`src/rtl/gnt_fifo.sv`:
```
// gnt_fifo: two-client grant-driven FIFO. Each client raises valid, the FIFO
// forwards it as a request to an external arbiter, and a granted word is
// written with its source id. The head is presented on out_* and popped with
// out_ready.
//
// Ports:
//   clock, reset        - rising-edge clock, async active-low reset
//   valid_x, data_x     - client x word pending / payload (x = 0,1)
//   req_x               - request to the arbiter for client x
//   gnt_x               - arbiter grant for client x
//   ready_x             - client x word accepted this cycle
//   out_valid/data/src  - FIFO head valid, payload, source client
//   out_ready           - consumer pops head when out_valid is high
//   count               - current occupancy
//   gnt_err             - sticky: both grants seen in one cycle
module gnt_fifo #(
    parameter int DATA_W = 8,
    parameter int DEPTH  = 4
) (
    input  logic                       clock,
    input  logic                       reset,
    input  logic                       valid_0,
    input  logic [DATA_W-1:0]          data_0,
    input  logic                       valid_1,
    input  logic [DATA_W-1:0]          data_1,
    output logic                       req_0,
    output logic                       req_1,
    input  logic                       gnt_0,
    input  logic                       gnt_1,
    output logic                       ready_0,
    output logic                       ready_1,
    output logic                       out_valid,
    output logic [DATA_W-1:0]          out_data,
    output logic                       out_src,
    input  logic                       out_ready,
    output logic [$clog2(DEPTH+1)-1:0] count,
    output logic                       gnt_err
);

    localparam int PW = $clog2(DEPTH);
    localparam int CW = $clog2(DEPTH+1);

    logic [DATA_W:0] mem [DEPTH];
    logic [PW-1:0]   wptr;
    logic [PW-1:0]   rptr;
    logic            full;
    logic            empty;
    logic            both;
    logic            push_0;
    logic            push_1;
    logic            push;
    logic            pop;
    logic [DATA_W:0] wdata;
    logic [DATA_W:0] head;

    assign full  = (count == CW'(DEPTH));
    assign empty = (count == '0);
    assign both  = gnt_0 & gnt_1;

    assign req_0 = valid_0 & ~full;
    assign req_1 = valid_1 & ~full;

    // A double grant is an arbiter fault: accept neither word.
    assign push_0 = gnt_0 & valid_0 & ~full & ~both;
    assign push_1 = gnt_1 & valid_1 & ~full & ~both;
    assign push   = push_0 | push_1;

    assign ready_0 = push_0;
    assign ready_1 = push_1;

    // Uses the current full, so a pop never frees a slot for a same-cycle push.
    assign pop = ~empty & out_ready;

    // push_0 and push_1 are mutually exclusive.
    assign wdata = push_1 ? {1'b1, data_1} : {1'b0, data_0};

    assign head      = mem[rptr];
    assign out_valid = ~empty;
    assign out_data  = head[DATA_W-1:0];
    assign out_src   = head[DATA_W];

    // Storage is not reset; the pointers and count define what is live.
    always_ff @(posedge clock) begin
        if (push) begin
            mem[wptr] <= wdata;
        end
    end

    always_ff @(posedge clock or negedge reset) begin
        if (!reset) begin
            wptr    <= '0;
            rptr    <= '0;
            count   <= '0;
            gnt_err <= 1'b0;
        end else begin
            if (push) begin
                wptr <= wptr + PW'(1);
            end
            if (pop) begin
                rptr <= rptr + PW'(1);
            end
            unique case ({push, pop})
                2'b10:   count <= count + CW'(1);
                2'b01:   count <= count - CW'(1);
                default: count <= count;
            endcase
            if (both) begin
                gnt_err <= 1'b1;
            end
        end
    end

endmodule

```
`config.mk`:
```
export PLATFORM = sky130hd
export DESIGN_NAME = gnt_fifo
export DESIGN_NICKNAME = d
export VERILOG_FILES = /design/src/rtl/gnt_fifo.sv
export SDC_FILE = /design/constraint.sdc
export NUM_CORES = 1
export LEC_CHECK = 0
export ABC_AREA = 1
export CORE_MARGIN = 3
export CORE_UTILIZATION = 43
export DETAILED_ROUTE_END_ITERATION = 7
export PLACE_DENSITY = 0.7
export SLEW_MARGIN = 10
export SYNTH_ARGS = -nofsm -noshare
export SYNTH_HDL_FRONTEND = slang
export SYNTH_SLANG_ARGS = --single-unit
```
`constraint.sdc`:
```
create_clock -name clock -period 3.4 [get_ports clock]
set_clock_uncertainty 0.2 [all_clocks]
set_input_delay 0.68 -clock clock [delete_from_list [all_inputs] [get_ports clock]]
set_output_delay 0.68 -clock clock [all_outputs]
set_load 0.01 [all_outputs]
```
==> flow_metrics.tcl <==
set metrics [dict create \
    synthTopCellsByArea "edfxtp_1, dfrtp_1, nand2_1" \
    synthesis.area_mm2 0.001956 \
    tightest_slew_ns 0.5943 \
    avgRoutedWirePerCell_um 13.74 \
    cts_max_path_buffers 2 \
    reg2reg_depth 11 \
    p_leak_nw 1.014 \
    p_per_area_mw_per_mm2 721.2 \
    hold_path_depth 1 \
    cts-hold-fix-buffers 0 \
    antenna_found_initial 0 \
    peakVddDrop_mv 0.5089 \
    crit_path_start "gnt_1" \
    period_needed_ns 2.999 \
    critPathMaxStageDelay_ns 0.53 \
    rrSetupSlack_ns 1.02 \
    path_depth 6 \
    grt_pass1_vias 1345 \
    dpl_cell_area_mm2 0.002442 \
    areaGrowthSynthToFinish_pct 29.17 \
    worst_slack_ns 0.4010 \
    io_buffers 40 \
    drtIter0Drc 91 \
    path_buf_inv 4 \
    clk_pin_slew_ns 0.08 \
    drtPass1Iterations 5 \
    cp_slowest_cell "clkdlybuf4s50_1" \
    seq_area_frac_synth 0.6552 \
    cts_buffers 5 \
    hpwl_um 2697 \
    ys_warn_count 0 \
    yosys.area.top_type "edfxtp_1" \
    instances_no_fill 279 \
    nFillCells 351 \
    pin_count 41 \
    crit_path_end_kind "output pin" \
    dieArea_mm2 0.005393 \
    wl_um 3833 \
    crit_family "buffers and inverters" \
    setup_tns_ns 0 \
    critical_path_class "in -> out" \
    postCtsSetupRepairBufs 0 \
    final_util 0.6013 \
    relSlewSlack 0.6034 \
    pre_cts_ws_ns 0.3961 \
    highest-signal-layer "met4" \
    rsz0062_at_grt "false" \
    multi_input_area_um2 559.3 \
    synth_top_area_frac 0.5528 \
    grt_max_degree 21 \
    crit_arrival_ns 2.12 \
    ant_nets 0 \
    start_util 0.4655 \
    setup_violations 0 \
    r2r-start "count[1]$_DFFE_PN0P_" \
    fmax_mhz 333.4 \
    total_power_mw 1.822 \
    ys_types 23 \
    crit_path_cell_trace "clkdlybuf4s50_1 > inv_1 > nor2_1 > nand3_2 > inv_2 > clkdlybuf4s50_1" \
    path_common_cell "clkdlybuf4s50_1" \
    via_per_inst 4.835 \
    cts_tree "done" \
    cp_max_fo 5 \
    dp_cells 271 \
    drc_errors 0 \
    clock_latency_ns 0.29 \
    endpoint "ready_1" \
    seqCellArea_mm2 0.001281 \
    syn_area_per_cell_um2 10.93 \
    period_share 0.8821 \
    timing.critical_path.from_type "primary input" \
    clock-sinks 44 \
    fin_hold_ws_ns 0.2807 \
    htree_levels 2 \
    gp_congestion 0.7577 \
    final_layout_size_suffix_gt1_frac 0.09607 \
    status "finished, final reports clean" \
    drv_slew 0 \
    wl_met3_um 155 \
    yosys_register_bits 44 \
    grt_use_total 0.1594 \
    met2WireLength_um 1987 \
    finalHoldViolCount 0 \
    vias 1349 \
    die_w_um 73.44 \
    cp_data_required_time_ns 2.52 \
    cts.root.buffer_cell "clkbuf_8" \
    wirelength_met1_um 1660 \
    grt_pass1_wl_um 6334 \
    cts.repair.resized 0 \
    core-area_mm2 0.004202 \
    fp-row-count 23 \
    grt_overflow 0 \
    worstHoldPathType "reg -> reg" \
    num_antenna_cells 0 \
    synth_cells 179 \
    cap_viol_max_count 0 \
    r2r_end "count[2]$_DFFE_PN0P_" \
    fin_nets 257 \
    die_h_um 73.44 \
    postLayoutCellArea_mm2 0.002526 \
    syn-num-nets 208 \
]
[worst min path at each step]
stage,startpoint,endpoint
finish,gnt_err$_DFFE_PN0P_,gnt_err$_DFFE_PN0P_
global route,gnt_err$_DFFE_PN0P_,gnt_err$_DFFE_PN0P_
CTS,gnt_err$_DFFE_PN0P_,gnt_err$_DFFE_PN0P_
detailed placement,gnt_err$_DFFE_PN0P_,gnt_err$_DFFE_PN0P_
global placement,gnt_err$_DFFE_PN0P_,gnt_err$_DFFE_PN0P_
floorplan,reset,count[0]$_DFFE_PN0P_
[area by class of cell]
type / instances / share of cell area
timing repair buffer: 48 / 0.1823
tap: 50 / 0.02476
inverter: 21 / 0.03120
multi-input combinational: 108 / 0.2214
clock buffer: 6 / 0.02873
clock inverter: 2 / 0.004458
sequential: 44 / 0.5072
[cells by family after synthesis]
group,synth area share
adders and majority gates,0.04223
DFF,0.6552
and+or+nand+nor,0.1440
xor gates and xnor gates,0.01344
buffers and inverters,0.05887
AOI/OAI and AO/OA,0.08637
[cells in the mapped netlist, drive strengths merged]
cell	instances
nand3	5
nor2	27
fa	1
o21bai	1
o21ai	20
buf	4
a21oi	1
dfrtp	8
o22ai	9
ha	5
xor2	2
inv	21
or2	1
edfxtp	36
clkbuf	2
xnor2	1
nand2	35
[power by group]
| part | leakage (nW) | switching (mW) | internal (mW) |
|---|---|---|---|
| registers | 0.420 | 0.0634 | 0.681 |
| logic | 0.555 | 0.405 | 0.366 |
| clock network | 0.0388 | 0.165 | 0.142 |
[routing by layer]
metal / track usage / up-vias
met5: 0 / -
met4: 0.05433 / 0
met3: 0.04104 / 4
met2: 0.2697 / 33
met1: 0.1977 / 620
li1: - / 692
[registers in the layout (all words and copies together), names as in the netlist]
register / count
rptr: 2
gnt_err: 1
mem: 36
count: 3
wptr: 2
[cell usage in the layout (no fill, tap or decap), drive strengths merged, types with 2 or more instances in the layout]
cell,count
dfrtp,8
buf,8
nand3,5
edfxtp,36
nand2,35
o22ai,9
clkbuf,6
inv,21
xor2,2
o21ai,20
clkdlybuf4s50,40
nor2,27
ha,5
(Power assumes the default switching activity.)
